## config.mk

```make
export PLATFORM = sky130hd
export DESIGN_NAME = ml_dma_loader
export DESIGN_NICKNAME = d
export VERILOG_FILES = /design/src/rtl/ml_dma_loader.sv
export SDC_FILE = /design/constraint.sdc
export NUM_CORES = 1
export LEC_CHECK = 0
export BUFFER_PORTS_ARGS = -buffer_cell sky130_fd_sc_hd__buf_2
export CORE_MARGIN = 5
export CORE_UTILIZATION = 46
export CTS_CLUSTER_SIZE = 30
export DETAILED_ROUTE_END_ITERATION = 16
export GPL_TIMING_DRIVEN = 0
export HOLD_SLACK_MARGIN = 0.15
export PLACE_DENSITY = 0.8
export RECOVER_POWER = 25
export SLEW_MARGIN = 20
export SYNTH_ARGS = -nofsm -noshare
export SYNTH_HDL_FRONTEND = slang
export SYNTH_SLANG_ARGS = --single-unit
```

## constraint.sdc

```tcl
create_clock -name clk -period 6.9 [get_ports clk]
set_input_delay 0 -clock clk [delete_from_list [all_inputs] [get_ports clk]]
set_output_delay 0 -clock clk [all_outputs]
set_load 0.05 [all_outputs]
```

## src/rtl/ml_dma_loader.sv

```systemverilog
// DMA feeder for the dot-product accelerator: loads 8 operand words from memory,
// kicks the accelerator, waits for done and stores the result back to memory.
module ml_dma_loader #(
   parameter int TIMEOUT = 64,
   parameter int AW      = 32
) (
   input  logic          clk,
   input  logic          rst,
   input  logic          w_en,
   input  logic          r_en,
   input  logic [5:0]    addr,
   input  logic [31:0]   w_data,
   output logic [31:0]   r_data,
   output logic          irq,
   output logic          busy,
   output logic          mem_req,
   output logic          mem_we,
   output logic [AW-1:0] mem_addr,
   output logic [31:0]   mem_wdata,
   input  logic [31:0]   mem_rdata,
   input  logic          mem_ready,
   output logic          acc_w_en,
   output logic          acc_r_en,
   output logic [5:0]    acc_addr,
   output logic [31:0]   acc_w_data,
   input  logic [31:0]   acc_r_data,
   input  logic          acc_done
);

   localparam logic [2:0] S_IDLE  = 3'd0;
   localparam logic [2:0] S_FETCH = 3'd1;
   localparam logic [2:0] S_PUSH  = 3'd2;
   localparam logic [2:0] S_START = 3'd3;
   localparam logic [2:0] S_WAIT  = 3'd4;
   localparam logic [2:0] S_READ  = 3'd5;
   localparam logic [2:0] S_STORE = 3'd6;
   localparam int         CW      = $clog2(TIMEOUT) + 1;

   logic [2:0]    state;
   logic [2:0]    idx;
   logic [AW-1:0] src_a, src_b, dst;
   logic          irq_en, done_flag, err_flag;
   logic [31:0]   result, word;
   logic [CW-1:0] cnt;
   logic          wr_ok, start;

   assign busy  = (state != S_IDLE);
   assign irq   = done_flag & irq_en;
   assign wr_ok = w_en && !busy;
   assign start = wr_ok && (addr == 6'h0C) && w_data[0];

   always_ff @(posedge clk or posedge rst) begin
      if (rst) begin
         state     <= S_IDLE;
         idx       <= '0;
         src_a     <= '0;
         src_b     <= '0;
         dst       <= '0;
         irq_en    <= 1'b0;
         done_flag <= 1'b0;
         err_flag  <= 1'b0;
         result    <= '0;
         word      <= '0;
         cnt       <= '0;
      end else begin
         if (wr_ok) begin
            case (addr)
               6'h00:   src_a  <= w_data[AW-1:0];
               6'h04:   src_b  <= w_data[AW-1:0];
               6'h08:   dst    <= w_data[AW-1:0];
               6'h0C:   irq_en <= w_data[1];
               default: ;
            endcase
         end
         // Flag clears come first so a set from the FSM below in the same cycle wins.
         if (w_en && addr == 6'h10) begin
            if (w_data[1]) done_flag <= 1'b0;
            if (w_data[2]) err_flag  <= 1'b0;
         end
         if (start) begin
            done_flag <= 1'b0;
            err_flag  <= 1'b0;
         end

         case (state)
            S_IDLE: if (start) begin
               state <= S_FETCH;
               idx   <= '0;
            end
            S_FETCH: if (mem_ready) begin
               word  <= mem_rdata;
               state <= S_PUSH;
            end
            S_PUSH: begin
               idx   <= idx + 3'd1;
               state <= (idx == 3'd7) ? S_START : S_FETCH;
            end
            S_START: begin
               cnt   <= '0;
               state <= S_WAIT;
            end
            S_WAIT: begin
               if (acc_done) begin
                  state <= S_READ;
               end else if (cnt == CW'(TIMEOUT - 1)) begin
                  err_flag <= 1'b1;
                  state    <= S_IDLE;
               end else begin
                  cnt <= cnt + 1'b1;
               end
            end
            S_READ: begin
               result <= acc_r_data;
               state  <= S_STORE;
            end
            S_STORE: if (mem_ready) begin
               done_flag <= 1'b1;
               state     <= S_IDLE;
            end
            default: state <= S_IDLE;
         endcase
      end
   end

   // Bus outputs decode straight from state so reset silences them immediately.
   always_comb begin
      mem_req    = 1'b0;
      mem_we     = 1'b0;
      mem_addr   = '0;
      mem_wdata  = '0;
      acc_w_en   = 1'b0;
      acc_r_en   = 1'b0;
      acc_addr   = '0;
      acc_w_data = '0;
      case (state)
         S_FETCH: begin
            mem_req  = 1'b1;
            mem_addr = (idx[2] ? src_b : src_a) + AW'({idx[1:0], 2'b00});
         end
         S_PUSH: begin
            acc_w_en   = 1'b1;
            acc_addr   = {1'b0, idx, 2'b00};
            acc_w_data = word;
         end
         S_START: begin
            acc_w_en   = 1'b1;
            acc_addr   = 6'h20;
            acc_w_data = 32'd1;
         end
         S_READ: begin
            acc_r_en = 1'b1;
            acc_addr = 6'h24;
         end
         S_STORE: begin
            mem_req   = 1'b1;
            mem_we    = 1'b1;
            mem_addr  = dst;
            mem_wdata = result;
         end
         default: ;
      endcase
   end

   always_comb begin
      r_data = '0;
      if (r_en) begin
         case (addr)
            6'h00:   r_data = 32'(src_a);
            6'h04:   r_data = 32'(src_b);
            6'h08:   r_data = 32'(dst);
            6'h0C:   r_data = {30'd0, irq_en, 1'b0};
            6'h10:   r_data = {29'd0, err_flag, done_flag, busy};
            6'h14:   r_data = result;
            default: r_data = '0;
         endcase
      end
   end

endmodule
```

==> results.tsv <==
stage	metric	value	unit
synthesis	post-synth cell types	69	
floorplanning	die footprint	24500	sq um
place	Setup WS pre-CTS	2.52	ns
status	failing checks	capacitance limit, slew limit	
status	status	complete, but fails checks	
global_route	Overflow after GRT	0	
critical_path	CP delay by family, top	buffers and inverters	
sta	Final Hold Viols	0	
critical_path	Critical Path AT	4.94	ns
critical_path	WP data required	6.90	ns
critical_path	Crit Path Class	reg2out	
clock_network	Skew-Pair Late Insertion Delay	0.44	ns
clock_network	Post-CTS Setup Bufs	0	
sta	unrepaired setup endpoints after global routing	no	
floorplanning	Rows	53	
synthesis	Synth Warn #	0	
floorplanning	Initial Util	46.8	%
pwr	Clk network pwr share	32.4	%
layout	most frequent cells in the layout	buf_2, dfrtp_1, nand2_1	
critical_path	worst setup path start	idx[2]	
place	Inst Count DP	1457	
sta	Fin Setup TNS	0	ns
critical_path	CP peak stage delay	0.52	ns
critical_path	Cell Chain, Critical Path	buf_6, buf_12, buf_4, buf_4, buf_2, buf_2, mux2_2, ha_1, fa_1, nand4_1, a221oi_4, nand2_2, nor3_1, xor2_1, o21ai_1, buf_2	
critical_path	most frequent CP cell	buf_2	
synthesis	ys flop type	dfrtp_1	
clock_network	clock transition at the registers of the reported paths	0.07	ns
clock_network	cts bufs inserted	17	
pwr	sw frac	29.7	%
synthesis	number of synthesized flops with an enable pin	0	
global_route	initial antenna violation count	1	
route	Routed WL	34200	microns
critical_path	worst reg2reg startpoint	state[0]	
hold_path	Hold Path Class	in2reg	
sta	Fin Clk Skew	0.00743	ns
place	HPWL Detailed	23400	microns
layout	Finished Layout Cells	1591	
sta	Tmin final	4.94	ns
route	Vias per Instance	5.73	
sta	final worst slack	1.96	ns
floorplanning	Die W	157	microns
global_route	vias in the first global route	9557	
global_route	pin count of the biggest net entering global routing	101	
sta	Final setup violation count	0	
clock_network	H-tree depth	4	
sta	relative slew slack	-135	%
floorplanning	core area	21100	sq um
layout	fraction of layout cells with a size suffix above 1	34.5	%
synthesis	register area share after synthesis	44.6	%
pwr	NetSw	958	uW
route	post-DR wirelength/cell	21.5	microns
global_route	first-pass GRT wire length	53200	microns
synthesis	Yosys reg bits	176	
critical_path	CP max stage cell	a221oi_4	
synthesis	Post-synth ARST share	100	%
layout	Fillers	1694	
route	via count	9124	
route	DR iter-0 viols	864	
global_route	All-Layer GR Usage	27.9	%
pwr	Tot Pwr	3230	uW
sta	worst-margin pin slew	3.50	ns
clock_network	PostCTS Resize Cnt	0	
layout	commonest non-fill, non-tap cell in the layout	buf_2	
route	drt pass-1 iters	7	
pwr	cell internal pwr	2270	uW
flow_run	reported max-cap violation count	2	
place	gpl congestion	0.898	
sta	Max Slew Vio Count	179	
sta	fin crit share	71.6	%
clock_network	TritonCTS sink count	176	
critical_path	CP bufs+invs	7	
pwr	register share of total power	47.7	%
pwr	peak supply drop	0.154	mV
clock_network	Longest Clk Path Bufs	2	
clock_network	hold_buf cts	102	
hold_path	Hold Crit Start	addr[2]	
pwr	Logic pwr share	19.9	%
synthesis	mean post-synth cell area	10.6	sq um
clock_network	CTS Root Cell	clkbuf_16	
clock_network	CTS tree	done	
layout	final instance area	13100	sq um
layout	Layout Nets	1417	
pwr	power density cells	246	nW/um^2
layout	diode count	0	
critical_path	CP Launch Type	flip-flop	
route	drc violations	0	
place	Port Buffers	245	
place	Placed Area	11500	sq um
synthesis	Syn Inst Count	935	
synthesis	Synth Cell Area	9880	sq um
sta	Max Freq	202	MHz
critical_path	CP Capture Type	primary output	
floorplanning	Die Y	157	microns
layout	Area growth syn-to-layout	32.7	%
pwr	Lkg Pwr	0.00641	uW
critical_path	crit path max fanout	10	
route	Detail Route Antenna Nets	0	
floorplanning	# IOs	248	
cell type report:
| class | instances | area [sq um] | share of cell area (%) |
|---|---|---|---|
| buffer | 65 | 332 | 2.53 |
| clock buffer | 20 | 447 | 3.41 |
| clock inverter | 12 | 180 | 1.37 |
| inverter | 5 | 20.0 | 0.153 |
| multi-input combinational | 690 | 5130 | 39.1 |
| sequential | 176 | 4400 | 33.6 |
| tap | 275 | 344 | 2.63 |
| timing repair buffer | 348 | 2250 | 17.2 |
sequential cells by signal, summed over array words and instances, names as in the netlist:
| name | cells |
|---|---|
| result | 32 |
| src_b | 32 |
| done_flag | 1 |
| state | 3 |
| dst | 32 |
| irq_en | 1 |
| src_a | 32 |
| idx | 3 |
| cnt | 7 |
| word | 32 |
| err_flag | 1 |
Yosys cell counts (3+ instances only):
library cell | number | area share, %
nor2_1 | 47 | 1.8
a31oi_1 | 5 | 0.32
xor2_1 | 20 | 1.8
nand2_1 | 157 | 6.0
and2_1 | 70 | 4.4
dfrtp_1 | 176 | 45
nand4b_4 | 3 | 0.72
buf_6 | 5 | 0.57
nand3b_1 | 5 | 0.38
nor2b_1 | 10 | 0.63
o21ai_1 | 7 | 0.35
xnor2_1 | 8 | 0.71
a21oi_1 | 10 | 0.51
nand4_1 | 7 | 0.44
clkbuf_1 | 38 | 1.4
a22oi_1 | 3 | 0.23
a222oi_1 | 30 | 3.0
nand3_1 | 16 | 0.81
buf_2 | 15 | 0.76
a22o_1 | 5 | 0.44
inv_1 | 5 | 0.19
ha_1 | 5 | 0.63
nor3_1 | 3 | 0.15
mux2_2 | 130 | 15
nor4_2 | 4 | 0.51
buf_4 | 4 | 0.30
mux2_1 | 34 | 3.9
or3_1 | 6 | 0.38
mux2i_1 | 22 | 2.2
o21ai_0 | 34 | 1.7
a32o_1 | 4 | 0.41
logic make-up (layout without fill, tap and decap cells):
| group | Yosys count | count (layout) | share of synthesized area, % |
|---|---|---|---|
| fa+ha+maj | 6 | 6 | 0.836 |
| mux | 186 | 186 | 20.9 |
| xor+xnor | 28 | 28 | 2.48 |
| buf+inv | 70 | 450 | 3.55 |
| other cells | 1 | 2 | 0.0380 |
| flops | 176 | 176 | 44.6 |
| compound gates | 116 | 116 | 8.89 |
| simple gates | 352 | 352 | 18.7 |
routing by layer:
layer  GRT usage, %  vias up  wire [microns]
li1               -     4056               -
met1           34.5     4473           13100
met2           46.8      508           16700
met3           7.99       85            3320
met4           9.55        2            1030
met5              0        -              13
final timing paths:
check / endpoint / cells after the start / slack [ns]
max: mem_addr[28] / 16 / 1.96
min: err_flag / 5 / 0.19
max reg2reg: word[20] / 7 / 4.23
min reg2reg: result[24] / 2 / 0.49
max in group asynchronous: dst[15] / 4 / 2.19
min in group asynchronous: word[22] / 3 / 1.13
worst reg2reg max path: stages (launching register included):
cell	delay (ns)
dfrtp_1	0.42
nor2b_1	0.27
nor2b_1	0.16
clkbuf_1	0.57
and2_1	0.22
clkbuf_1	0.21
buf_2	0.31
mux2_2	0.39
power groups by stage:
stage	Clock, uW	Combinational, uW	Sequential [uW]
after global placement	0	552	1520
after global routing	1100	702	1570
after CTS	1060	631	1520
after detailed placement	0	581	1540
after floorplan	0	455	1450
final	1040	642	1540
stage by stage:
step	utilization, %	hold WS (ns)
final	62.1	0.190
after global routing	62.1	0.227
after CTS	62.3	0.174
after detailed placement	54.5	0.110
after global placement	54.3	0.192
after floorplan	-	0.105
(Power assumes the default switching activity.)
